## config.mk

```make
export PLATFORM = sky130hd
export DESIGN_NAME = rnd_hex_source_flat
export DESIGN_NICKNAME = d
export VERILOG_FILES = /design/src/rtl/rnd_hex_pkg.sv /design/src/rtl/rnd_hex_source_if.sv /design/src/rtl/rnd_hex_source_btn_debounce.sv /design/src/rtl/rnd_hex_source.sv /design/src/flat_wrapper.sv
export SDC_FILE = /design/constraint.sdc
export NUM_CORES = 1
export LEC_CHECK = 0
export BUFFER_PORTS_ARGS = -buffer_cell sky130_fd_sc_hd__clkbuf_2
export CAP_MARGIN = 0
export CELL_PAD_IN_SITES_DETAIL_PLACEMENT = 1
export CELL_PAD_IN_SITES_GLOBAL_PLACEMENT = 1
export CORE_MARGIN = 4
export CORE_UTILIZATION = 49
export CTS_CLUSTER_DIAMETER = 120
export DETAILED_ROUTE_END_ITERATION = 8
export HOLD_SLACK_MARGIN = 0.08
export PLACE_DENSITY = 0.88
export SLEW_MARGIN = 5
export SYNTH_ARGS = -nofsm -noshare
export SYNTH_HDL_FRONTEND = slang
export SYNTH_SLANG_ARGS = --single-unit
```

## constraint.sdc

```tcl
create_clock -name clk -period 2.73 [get_ports clk]
set_input_delay 0.1365 -clock clk [delete_from_list [all_inputs] [get_ports clk]]
set_output_delay 0.1365 -clock clk [all_outputs]
set_load 0.01 [all_outputs]
```

## src/rtl/rnd_hex_pkg.sv

```systemverilog
// Shared constants and helpers for the random hex value source.
//   LFSR_MASK     - feedback taps of the 16-bit Galois LFSR (maximal length)
//   DEFAULT_SEED  - LFSR start value used when no seed is supplied
//   IDLE / ROLL   - FSM state encoding
//   lfsr_step     - one Galois shift of the LFSR
//   seed_fix      - maps the forbidden all-zero seed onto 16'h0001
package rnd_hex_pkg;

    localparam logic [15:0] LFSR_MASK    = 16'hB400;
    localparam logic [15:0] DEFAULT_SEED = 16'hACE1;

    localparam logic [0:0] IDLE = 1'b0;
    localparam logic [0:0] ROLL = 1'b1;

    typedef logic [15:0] hex_word_t;

    function automatic hex_word_t lfsr_step(input hex_word_t v);
        return (v >> 1) ^ (v[0] ? LFSR_MASK : 16'h0000);
    endfunction

    // All-zero is the LFSR lock-up state, so it can never be a start value.
    function automatic hex_word_t seed_fix(input hex_word_t s);
        return (s == 16'h0000) ? 16'h0001 : s;
    endfunction

endpackage

```

## src/rtl/rnd_hex_source_if.sv

```systemverilog
// Output bundle of rnd_hex_source towards the hex display.
//   o_data    - 16-bit value to show
//   o_valid   - one-cycle pulse when a final value is latched
//   o_rolling - high while the value is rolling
// master: the source drives the bundle; slave: the display observes it.
interface rnd_hex_source_if;

    logic [15:0] o_data;
    logic        o_valid;
    logic        o_rolling;

    modport master (output o_data, o_valid, o_rolling);
    modport slave  (input  o_data, o_valid, o_rolling);

endinterface

```

## src/rtl/rnd_hex_source_btn_debounce.sv

```systemverilog
// Push-button conditioning: two-flop synchroniser, debounce counter and
// registered one-cycle edge pulses.
//   clk, rst - clock and synchronous active-high reset
//   i_raw    - raw button, asynchronous to clk
//   o_level  - debounced button level
//   o_rise   - one-cycle pulse one cycle after o_level rises
//   o_fall   - one-cycle pulse one cycle after o_level falls
// The level only flips after the synchronised input has disagreed with it
// for 2**DEB_WIDTH consecutive cycles; any shorter disagreement is dropped.
module btn_debounce #(
    parameter int DEB_WIDTH = 16
) (
    input  logic clk,
    input  logic rst,
    input  logic i_raw,
    output logic o_level,
    output logic o_rise,
    output logic o_fall
);

    logic [1:0]           sync_reg;
    logic                 btn_s;
    logic [DEB_WIDTH-1:0] deb_cnt_reg;
    logic                 stable_reg;
    logic                 stable_d_reg;
    logic                 rise_reg;
    logic                 fall_reg;

    assign btn_s = sync_reg[1];

    always_ff @(posedge clk) begin
        if (rst) begin
            sync_reg     <= 2'b00;
            deb_cnt_reg  <= '0;
            stable_reg   <= 1'b0;
            stable_d_reg <= 1'b0;
            rise_reg     <= 1'b0;
            fall_reg     <= 1'b0;
        end else begin
            sync_reg <= {sync_reg[0], i_raw};

            if (btn_s == stable_reg) begin
                deb_cnt_reg <= '0;
            end else if (&deb_cnt_reg) begin
                stable_reg  <= btn_s;
                deb_cnt_reg <= '0;
            end else begin
                deb_cnt_reg <= deb_cnt_reg + 1'b1;
            end

            // Edges come from comparing the level with its own delayed copy,
            // so each pulse is exactly one cycle wide and fully registered.
            stable_d_reg <= stable_reg;
            rise_reg     <= stable_reg & ~stable_d_reg;
            fall_reg     <= ~stable_reg & stable_d_reg;
        end
    end

    assign o_level = stable_reg;
    assign o_rise  = rise_reg;
    assign o_fall  = fall_reg;

endmodule

```

## src/rtl/rnd_hex_source.sv

```systemverilog
// Random value source for the 4-digit hex display.
//   clk, rst - clock and synchronous active-high reset
//   i_btn    - raw push-button (asynchronous, active-high)
//   out_if   - master side of rnd_hex_source_if (o_data, o_valid, o_rolling)
// A free-running Galois LFSR advances every cycle. While the debounced button
// is held the displayed value reloads from the LFSR every 2**ROLL_SHIFT
// cycles; on release the current LFSR value is latched, held and flagged
// with a one-cycle o_valid pulse.
module rnd_hex_source
    import rnd_hex_pkg::*;
#(
    parameter int          DEB_WIDTH  = 16,
    parameter int          ROLL_SHIFT = 20,
    parameter logic [15:0] SEED       = DEFAULT_SEED
) (
    input  logic             clk,
    input  logic             rst,
    input  logic             i_btn,
    rnd_hex_source_if.master out_if
);

    localparam hex_word_t SEED_EFF = seed_fix(SEED);

    logic                  btn_level;
    logic                  btn_rise;
    logic                  btn_fall;

    hex_word_t             lfsr_reg;
    hex_word_t             data_reg;
    logic [0:0]            state_reg;
    logic [ROLL_SHIFT-1:0] roll_cnt_reg;
    logic                  valid_reg;
    logic                  rolling_reg;
    logic                  roll_tick;

    btn_debounce #(
        .DEB_WIDTH (DEB_WIDTH)
    ) u_debounce (
        .clk     (clk),
        .rst     (rst),
        .i_raw   (i_btn),
        .o_level (btn_level),
        .o_rise  (btn_rise),
        .o_fall  (btn_fall)
    );

    assign roll_tick = &roll_cnt_reg;

    always_ff @(posedge clk) begin
        if (rst) begin
            lfsr_reg     <= SEED_EFF;
            data_reg     <= 16'h0000;
            state_reg    <= IDLE;
            roll_cnt_reg <= '0;
            valid_reg    <= 1'b0;
            rolling_reg  <= 1'b0;
        end else begin
            lfsr_reg  <= lfsr_step(lfsr_reg);
            valid_reg <= 1'b0;

            // Edge pulses are qualified with the level they describe; the
            // level cannot flip back within one debounce period, so this
            // never masks a genuine edge.
            case (state_reg)
                IDLE: begin
                    if (btn_rise && btn_level) begin
                        state_reg    <= ROLL;
                        rolling_reg  <= 1'b1;
                        data_reg     <= lfsr_reg;
                        roll_cnt_reg <= '0;
                    end
                end
                ROLL: begin
                    // Release wins over a coincident roll tick: one load,
                    // and the valid pulse is still produced.
                    if (btn_fall && !btn_level) begin
                        state_reg   <= IDLE;
                        rolling_reg <= 1'b0;
                        data_reg    <= lfsr_reg;
                        valid_reg   <= 1'b1;
                    end else begin
                        roll_cnt_reg <= roll_cnt_reg + 1'b1;
                        if (roll_tick) begin
                            data_reg <= lfsr_reg;
                        end
                    end
                end
                default: begin
                    state_reg   <= IDLE;
                    rolling_reg <= 1'b0;
                end
            endcase
        end
    end

    assign out_if.o_data    = data_reg;
    assign out_if.o_valid   = valid_reg;
    assign out_if.o_rolling = rolling_reg;

endmodule
```

## src/flat_wrapper.sv

```systemverilog
// flat-port wrapper written by rule: the top's interface ports become plain ports
module rnd_hex_source_flat import rnd_hex_pkg::*;
#(
    parameter int          DEB_WIDTH  = 16,
    parameter int          ROLL_SHIFT = 20,
    parameter logic [15:0] SEED       = DEFAULT_SEED
)
  (clk, rst, i_btn, out_if_o_data, out_if_o_valid, out_if_o_rolling);
  rnd_hex_source_if out_if_i ();
  input  logic clk;
  input  logic rst;
  input  logic i_btn;
  output wire logic [$bits(out_if_i.o_data)-1:0] out_if_o_data;
  output wire logic [$bits(out_if_i.o_valid)-1:0] out_if_o_valid;
  output wire logic [$bits(out_if_i.o_rolling)-1:0] out_if_o_rolling;
  assign out_if_o_data = out_if_i.o_data;
  assign out_if_o_valid = out_if_i.o_valid;
  assign out_if_o_rolling = out_if_i.o_rolling;
  rnd_hex_source #(.DEB_WIDTH(DEB_WIDTH), .ROLL_SHIFT(ROLL_SHIFT), .SEED(SEED)) u_core (.clk(clk), .rst(rst), .i_btn(i_btn), .out_if(out_if_i));
endmodule
```

# ---- Yosys cells after proc, flatten, opt, wreduce, memory -nomap -nowiden
# Cells that the tools add are included.
dict set report totals {
  regBits 77
  input_bits 3
  elab_cells 52
}
dict set report classes {
  add_sub_neg 2
  eq_ne 5
  muxes 15
  bitwise_logic 7
  reduce_logical 11
}
# op count
set ops {}
lappend ops {{$mux W16} 4}
lappend ops {{$mux W20} 2}
lappend ops {{$pmux W20 S2} 1}
lappend ops {{$pmux W16 S2} 1}
lappend ops {{$add A20 B1 Y20 const B} 1}
lappend ops {{$reduce_and A20 Y1} 1}
lappend ops {{$reduce_and A17 Y1} 1}
lappend ops {{$add A16 B1 Y16 const B} 1}
lappend ops {{$reduce_and A16 Y1} 1}
lappend ops {{$xor A15 B16 Y16} 1}
lappend ops {{$reduce_and A2 Y1} 3}
lappend ops {{$mux W1} 5}
lappend ops {{$ne A2 B2 Y1 const B} 2}
lappend ops {{$not A1 Y1} 4}
lappend ops {{$pmux W1 S2} 2}
lappend ops {{$ne A3 B3 Y1 const B} 1}
lappend ops {{$reduce_or A3 Y1} 1}
lappend ops {{$and A1 B1 Y1} 2}
lappend ops {{$logic_and A1 B1 Y1} 2}
lappend ops {{$ne A2 B1 Y1 const B} 1}
lappend ops {{$reduce_or A2 Y1} 1}
lappend ops {{$eq A1 B1 Y1} 1}
lappend ops {{$logic_not A1 Y1} 1}

# ---- Longest topological paths before layout
dict set report depth {
  ltp_word 4
  mapped_depth 7
}

# ---- By module
# Synthesis repeated with hierarchy kept, for this count alone.
dict set report hier_totals {
  hier_cells 319
  hier_area_um2 3155.5
}
# module n_inst cells_per_inst area_each_um2 seq_area_each_um2
set modules_own_cells {}
lappend modules_own_cells {rnd_hex_source 1 227 2240.9 1101.1}
lappend modules_own_cells {btn_debounce 1 92 914.6 440.4}

# ---- Worst setup path after synthesis
# No wires, ideal clock.
dict set report synth_timing {
  kind {register to register}
  from {register u_core.u_debounce.deb_cnt_reg[0]}
  to {register u_core.u_debounce.deb_cnt_reg[2]}
  arrival_time_ps 1559
  t_required_ps 2615
  slack_ps 1056
  stages_incl_launch_ff 7
  synth_period_minus_slack_ps 1674
  path_cell_list {dfxtp_1 ha_1 nand3_1 or3_1 o21bai_1 buf_4 nor2_1}
}
dict set report synth_between {
  elab_chain_len 2
  word_cells_on_any_way 3
  classes_between {1 x add/sub; 2 x reduce/logical}
}
# element line
set synth_lines {}
lappend synth_lines {{from (decl)} rnd_hex_source_btn_debounce.sv:23} ;# logic [DEB_WIDTH-1:0] deb_cnt_reg;
lappend synth_lines {{from (signal assigned)} rnd_hex_source_btn_debounce.sv:48} ;# deb_cnt_reg <= deb_cnt_reg + 1'b1;
lappend synth_lines {{parallel branches: the longest is 2 deep, another holds $add A16 B1 Y16} --}
# Several ways; the timed one is not identified.
# A chain may end at the register's enable or synchronous reset.

# ---- Final worst setup path
dict set report layout_timing {
  from {register u_core.roll_cnt_reg[12]}
  to {register u_core.roll_cnt_reg[19]}
}
dict set report layout_between {
  elab_chain_len 3
}
# element line
set layout_lines {}
lappend layout_lines {{from (decl)} rnd_hex_source.sv:31} ;# logic [ROLL_SHIFT-1:0] roll_cnt_reg;
lappend layout_lines {{from (signal assigned)} rnd_hex_source.sv:82} ;# roll_cnt_reg <= roll_cnt_reg + 1'b1;
lappend layout_lines {{$add A20 B1 Y20} rnd_hex_source.sv:82}
lappend layout_lines {{$mux W20} rnd_hex_source.sv:76} ;# if (btn_fall && !btn_level) begin
lappend layout_lines {{$pmux W20 S2} rnd_hex_source.sv:64} ;# case (state_reg)
# Every way passes these cells. The select of a mux whose other input is x is not followed.

==> impl_metrics.yaml <==
die:
  dieArea_um2: 8620
  io_pins: 21
  start_util: 0.511
  dieWidth_um: 92.9
  std_cell_rows: 30
  core_um2: 6910
  die_y_um: 92.9
layout:
  largest_reg_flops: 20
  finish.net_count: 438
  layout-drive-gt1-share: 0.112
  design_area_um2: 3920
  final_cells: 534
  area_delta_synth_final_pct: 10.9
  diodes: 0
  nFillCells: 867
yosys:
  synth_edf_count: 0
  synth.most_common_cell: "dfxtp_1"
  syn_avg_cell_area_um2: 8.46
  syn-cell-area_um2: 3530
  ys_seq_area_frac: 0.437
  synth_common_cells: "dfxtp_1 (77), nand2_1 (36), nor2_1 (30)"
  synth_ff_type: "dfxtp_1"
  synth_top_area_cell: "dfxtp_1"
  synth.distinct_cells: 45
  async_flop_share: 0
  yosys_warnings: 0
  syn_inst: 417
  synth_area_leaders: "dfxtp_1 (44%), nor2b_1 (5.0%), xnor2_1 (4.5%)"
  ys_ff_latch: 77
  syn_nets: 422
  yosysTopAreaCellShare: 0.437
worst_setup_path:
  crit_type: "register to register"
  cp-end-kind: "register"
  critPathArrivalTime_ns: 2.44
  worstSetupStartpointType: "register"
  cp.required_ns: 3.02
  cp_max_fo: 18
sta:
  fin_crit_ns: 2.15
  rsz0062_at_grt: "no"
  fin_tns_setup_ns: 0
  fmax_mhz: 466
  hold_viol_final: 0
  setup_violations: 0
  finClkSkew_ns: 0.0119
  drv_slew: 0
  holdWs_ns: 0.412
  tightest_slew_ns: 0.855
  min_period_over_period: 0.786
  maxSlewHeadroom: 0.428
min_path:
  hold_class: "register to register"
clocking:
  hold_buffers: 1
  htree_levels: 3
  numCtsBuffers: 9
  cts_resized: 0
  cts_tree: "yes"
  path_clk_slew_ns: 0.08
  cts.sinks: 77
  clockRootBuffer: "clkbuf_8"
  cts_buffer_depth: 2
  cts_setup_buffers: 0
  clk_latency_ns: 0.37
job:
  cap_violations: 0
grt:
  grt_pass1_vias: 3206
  track_usage: 0.216
  grt_pass1_wl_um: 15000
  grt_max_degree: 44
  grt_overflow: 0
  antenna_found_initial: 0
route:
  route.detailed.drc: 0
  drt-initial-drc-count: 132
  final_antenna_net_count: 0
  wl_per_cell_um: 16.2
  routed_via_density: 5.75
  dr_total_vias: 3073
  drt_pre_antenna_iters: 4
  wirelength_um: 8630
place:
  post-dp-hpwl_um: 5850
  gp_congestion: 0.796
  dp_cells: 517
  port_buffers: 20
  place_area_um2: 3720
power:
  power.density_nw_per_um2: 519
  p_leak_nw: 1.28
  peakVddDrop_uv: 320
run_status:
  status: "complete, no violations"
cell type report:
class	instances	area, µm²	area share
clock buffer	10	138	0.0352
sequential	77	1540	0.394
multi-input combinational	309	1860	0.476
inverter	6	22.5	0.00575
tap	96	120	0.0307
clock inverter	6	51.3	0.0131
timing repair buffer	30	178	0.0454
power breakdown:
part / total [mW] / internal [mW] / switching [mW] / leakage [nW]
Combinational: 0.0540 / 0.0222 / 0.0318 / 0.564
Clock: 0.827 / 0.367 / 0.459 / 0.0939
Sequential: 1.15 / 1.14 / 0.00929 / 0.625
stage by stage:
stage / power [mW] / util / setup WS, ns
6_report: 2.03 / 0.567 / 0.583
5_1_grt: 2.12 / 0.567 / 0.450
4_1_cts: 2.05 / 0.567 / 0.608
3_5_place_dp: 1.23 / 0.538 / 0.649
3_3_place_gp: 1.23 / 0.538 / 0.750
2_1_floorplan: 1.21 / - / 1.06
path summary, 6_finish.rpt:
path	slack (ns)	startpoint	cells after the start	to
max	0.58	u_core.roll_cnt_reg[12]	5	u_core.roll_cnt_reg[19]
min	0.41	u_core.u_debounce.stable_d_reg	1	u_core.u_debounce.o_rise
max reg2reg	0.58	u_core.roll_cnt_reg[12]	5	u_core.roll_cnt_reg[19]
min reg2reg	0.41	u_core.u_debounce.stable_d_reg	1	u_core.u_debounce.o_rise
metal layers:
layer / track usage / up-vias / routed length [µm]
li1: - / 1505 / -
met4: 0.0794 / 0 / 148
met3: 0.0569 / 18 / 324
met2: 0.364 / 57 / 4380
met1: 0.264 / 1493 / 3780
met5: 0 / - / 0
worst max-delay path, cell delays in order (launching register included):
cell and delay [ns]:
dfxtp_1 0.46, nand4_2 0.11, buf_4 0.21, or2_1 0.52
or4_1 0.62, a21oi_1 0.15
cell families after synthesis:
group	synth area share
xor+xnor	0.0620
simple gates	0.297
flops	0.437
buf+inv	0.0376
mux	0.00567
compound gates	0.154
fa+ha+maj	0.00709
cell usage in the layout, fill, tap and decap left out, drive strengths merged, types with 6 or more instances in the layout:
cell    synthesis  routed
dfxtp          77      77
nand2          36      36
nor2           30      30
clkbuf         19      30
nor2b          28      28
a21oi          24      24
nand3          22      22
o211ai         19      19
xnor2          18      18
nand2b         17      17
a31oi          16      16
nor3           14      14
buf             6       9
o21ai           9       9
inv             6       9
or2             8       8
nand4           8       8
a21boi          7       7
xor2            7       7
o31ai           6       6
or4             6       6
(Power assumes the default switching activity.)
